## config.mk

```make
export PLATFORM = sky130hd
export DESIGN_NAME = tt_input_debounce
export DESIGN_NICKNAME = d
export VERILOG_FILES = /design/src/rtl/tt_input_debounce.sv
export SDC_FILE = /design/constraint.sdc
export NUM_CORES = 1
export LEC_CHECK = 0
export ABC_CLOCK_PERIOD_IN_PS = 2600
export BUFFER_PORTS_ARGS = -buffer_cell sky130_fd_sc_hd__buf_2
export CELL_PAD_IN_SITES_DETAIL_PLACEMENT = 1
export CELL_PAD_IN_SITES_GLOBAL_PLACEMENT = 1
export CORE_MARGIN = 3
export CORE_UTILIZATION = 49
export CTS_CLUSTER_SIZE = 14
export DETAILED_ROUTE_END_ITERATION = 6
export HOLD_SLACK_MARGIN = 0.15
export PLACE_DENSITY_LB_ADDON = 0.1
export SYNTH_ARGS = -nofsm -noshare
export SYNTH_HDL_FRONTEND = slang
export SYNTH_SLANG_ARGS = --single-unit
```

## constraint.sdc

```tcl
create_clock -name clk -period 2.6 [get_ports clk]
set_input_delay 0.52 -clock clk [delete_from_list [all_inputs] [get_ports clk]]
set_output_delay 0.52 -clock clk [all_outputs]
set_load 0.01 [all_outputs]
```

## src/rtl/tt_input_debounce.sv

```systemverilog
// Input conditioner: two-flop synchroniser, per-channel stable-time debounce with
// one-cycle rise/fall pulses, and an optional rising-edge event counter built when
// the macro TT_EVENT_COUNT_EN is defined (tied to zero otherwise).
module tt_input_debounce #(
    parameter int CHANNELS = 8,
    parameter int CNT_W    = 16,
    parameter int DEBOUNCE = 1000
) (
    input  logic                        clk,
    input  logic                        rst,
    input  logic [CHANNELS-1:0]         pin_in,
    output logic [CHANNELS-1:0]         level_out,
    output logic [CHANNELS-1:0]         rise_pulse,
    output logic [CHANNELS-1:0]         fall_pulse,
    input  logic [$clog2(CHANNELS)-1:0] sel,
    input  logic                        clr_count,
    output logic [7:0]                  event_count,
    output logic                        count_ovf
);

    localparam logic [CNT_W-1:0] DB_LAST = CNT_W'(DEBOUNCE - 1);

    logic [CHANNELS-1:0] s1;
    logic [CHANNELS-1:0] s2;
    logic [CNT_W-1:0]    cnt [CHANNELS];

    // Plain flop-to-flop synchroniser; nothing may be inserted between s1 and s2.
    always_ff @(posedge clk) begin
        if (rst) begin
            s1 <= '0;
            s2 <= '0;
        end else begin
            s1 <= pin_in;
            s2 <= s1;
        end
    end

    always_ff @(posedge clk) begin
        if (rst) begin
            level_out  <= '0;
            rise_pulse <= '0;
            fall_pulse <= '0;
            for (int i = 0; i < CHANNELS; i++) begin
                cnt[i] <= '0;
            end
        end else begin
            rise_pulse <= '0;
            fall_pulse <= '0;
            for (int i = 0; i < CHANNELS; i++) begin
                if (s2[i] == level_out[i]) begin
                    cnt[i] <= '0;
                end else if (cnt[i] == DB_LAST) begin
                    // Accept the new level; the pulse shares the edge with the level change.
                    level_out[i]  <= s2[i];
                    cnt[i]        <= '0;
                    rise_pulse[i] <= s2[i];
                    fall_pulse[i] <= ~s2[i];
                end else begin
                    cnt[i] <= cnt[i] + CNT_W'(1);
                end
            end
        end
    end

`ifdef TT_EVENT_COUNT_EN
    logic sel_rise;

    assign sel_rise = rise_pulse[sel];

    // Clear wins over a coincident increment; the overflow flag is sticky until cleared.
    always_ff @(posedge clk) begin
        if (rst || clr_count) begin
            event_count <= '0;
            count_ovf   <= 1'b0;
        end else if (sel_rise) begin
            event_count <= event_count + 8'd1;
            if (event_count == 8'hFF) begin
                count_ovf <= 1'b1;
            end
        end
    end
`else
    logic unused_count_inputs;

    assign unused_count_inputs = ^{sel, clr_count};
    assign event_count         = '0;
    assign count_ovf           = 1'b0;
`endif

endmodule

```

==> results.tsv <==
stage	metric	value	unit
status	status	completed	
grt	grt_pass1_vias	6322	
layout	multi_input_area	3940	um2
cts	ctsHoldBuffers	0	
timing	worst_pin_slew	0.529	ns
grt	overflow	0	
routing	viasPerCell	5.11	
synthesis	synth_seq_area_share	0.557	
worst_setup_path	crit_fanout	15	
cts	cts_tree	yes	
power	power_density	601	nW/um2
cts	cts_max_level	4	
layout	syn_to_final_growth	16.2	%
synthesis	yosysUniqueCellTypes	48	
grt	antenna_found_initial	0	
cts	cts_setup_buffers	0	
floorplanning	die_h	137	um
cts	insertion_delay	0.44	ns
cts	clock_sinks	168	
layout	finalInstanceArea	9690	um2
worst_setup_path	path_cells	ha_1, nor4bb_1, nand4_1, nand2_1, nor2_1	
power	total_power	5.83	mW
timing	post-route-min-period	2.28	ns
timing	fmax	439	MHz
synthesis	synth_area_leaders	edfxtp_1 (46%), dfxtp_1 (9.6%), xnor2_1 (7.8%), nor2_1 (6.3%), xor2_1 (4.0%)	
routing	wirelength	16900	um
power	switchingPower	1.33	mW
placed_design	placed_cell_area	9120	um2
cts	path_clk_slew	0.07	ns
placed_design	pre_cts_slack	0.325	ns
synthesis	synth_top_area_share	0.461	
routing	drt_first_pass_iters	4	
power	p_leak	3.41	nW
cts	cts-root-buf	clkbuf_16	
timing	setup_violations	0	
timing	slew_headroom	0.647	
routing	ant_nets	0	
floorplanning	num_rows	47	
layout	regArea	4640	um2
routing	avgRoutedWirePerCell	14.5	um
timing	hold_violations	0	
timing	grt_setup_unrepaired	no	
timing	post-route-period-util	0.875	
floorplanning	die_area	18600	um2
routing	drc	0	
worst_setup_path	cp.required	2.76	ns
power	ir_drop	0.489	mV
floorplanning	die_w	137	um
synthesis	synth_area	8350	um2
worst_setup_path	slowest_delay	0.47	ns
cts	cts_resized	0	
hold_path	hold_class	in2reg	
power	p_int	4.49	mW
placed_design	placedCellCount	1133	
power	p_clk_frac	0.429	
floorplanning	core	16600	um2
layout	nets	954	
timing	fin_skew	0.00755	ns
layout	fill_cells	1846	
synthesis	synth_cells	772	
cts	numCtsBuffers	17	
placed_design	place_hpwl	11900	um
power	switching_share	0.229	
job	drv_cap	0	
routing	first_iter_violations	271	
worst_setup_path	worst_setup_path_end_kind	flip-flop	
worst_setup_path	path_buf_inv	0	
placed_design	portBuffers	33	
grt	grt_pass1_wl	29500	um
power	power_frac_seq	0.531	
layout	drive_gt1_frac	0.0995	
routing	routed-via-count	5951	
layout	layout_commonest_cell	nor2_1	
floorplanning	start_util	0.501	
worst_setup_path	worstSetupPathType	reg2reg	
floorplanning	ios	47	
power	pwr-share-comb	0.040	
worst_setup_path	slowest_stage	nand2_1	
layout	final_cell_mix	nor2_1 (140), conb_1 (137), edfxtp_1 (128)	
worst_setup_path	arrival	2.44	ns
cts	clk_path_buf_depth	2	
synthesis	yosysWarnings	0	
layout	fin_cells	1165	
layout	diodes	0	
grt	grt_max_degree	26	
placed_design	gp_congestion	0.830	
synthesis	avgSynthCellArea	10.8	um2
synthesis	ys_ff_latch	168	
synthesis	synth_area_leader_cell	edfxtp_1	
timing	maxSlewViolCount	0	
worst_setup_path	critPathTopFamily	simple AND/OR/NAND/NOR gates	
timing	final.setup.worst_slack	0.324	ns
grt	track_usage	0.197	
worst_setup_path	startpoint_type	flip-flop	
timing	fin_tns_setup	0	ns
[synthesized netlist by cell type (all sizes together)]
library cell  count
a211o             1
a21o              1
a21oi             6
a31o              2
and2              6
and3              9
and3b             2
and4              6
and4b             1
buf              17
clkbuf           14
conb              2
dfxtp            40
edfxtp          128
ha                8
inv              16
mux2i             8
nand2            34
nand2b            8
nand3            43
nand4            45
nand4b            1
nor2            150
nor2b            16
nor3             32
nor4             29
nor4b            10
nor4bb            3
o21ai             1
o31ai             1
or2               3
or2b              2
or3               1
or4              12
or4b              2
xnor2            74
xor2             38
[sequential cells by signal (all words and copies together) (netlist names)]
name and cells:
cnt 128, level_out 8, rise_pulse 8, fall_pulse 8, s2 8, s1 8
[routing by layer]
| metal | vias up | wire length [um] | track usage |
|---|---|---|---|
| met5 | - | 0 | 0 |
| met4 | 0 | 166 | 0.0560 |
| met3 | 17 | 464 | 0.0515 |
| met2 | 48 | 8950 | 0.349 |
| met1 | 2946 | 7340 | 0.235 |
| li1 | 2940 | - | - |
[power groups by stage]
stage / combinational [mW] / sequential [mW] / clock, mW
detailed placement: 0.222 / 3.15 / 0
global placement: 0.214 / 3.14 / 0
global route: 0.270 / 3.11 / 2.67
CTS: 0.226 / 3.10 / 2.56
finish: 0.232 / 3.10 / 2.50
floorplan: 0.202 / 3.12 / 0
[path summary, 6_finish.rpt]
kind                                               from                       to  slack, ns  cells after the start
worst max-delay path            cnt[0][0]$_SDFFCE_PN0P_  cnt[0][7]$_SDFFCE_PN0P_       0.32                      5
worst min-delay path                          pin_in[0]         s1[0]$_SDFF_PP0_       0.29                      2
worst max register to register  cnt[0][0]$_SDFFCE_PN0P_  cnt[0][7]$_SDFFCE_PN0P_       0.32                      5
worst min register to register         s1[2]$_SDFF_PP0_         s2[2]$_SDFF_PP0_       0.44                      1
[through the flow]
step | util | hold slack, ns
final | 0.583 | 0.292
after global routing | 0.583 | 0.284
after CTS | 0.583 | 0.277
after detailed placement | 0.548 | 0.442
after global placement | 0.548 | 0.422
after floorplan | - | 0.414
[layout make-up]
type | count | area share
flip-flops and latches | 168 | 0.479
multi-input cells | 692 | 0.407
clock buffers | 18 | 0.0443
well taps | 220 | 0.0284
repair buffers | 37 | 0.0201
clock inverters | 14 | 0.0154
inverters | 16 | 0.00620
[cells by family (layout without fill, tap and decap cells)]
group	count (synthesis)	in the layout	share of synthesized area
other	2	137	0.000900
xor gates and xnor gates	112	112	0.118
adders and majority gates	8	8	0.0120
muxes	8	8	0.00960
and+or+nand+nor	415	415	0.262
AOI/OAI and AO/OA	12	12	0.00930
DFF	168	168	0.557
buffers and inverters	47	85	0.0319
Power figures use the tool's default switching activity.
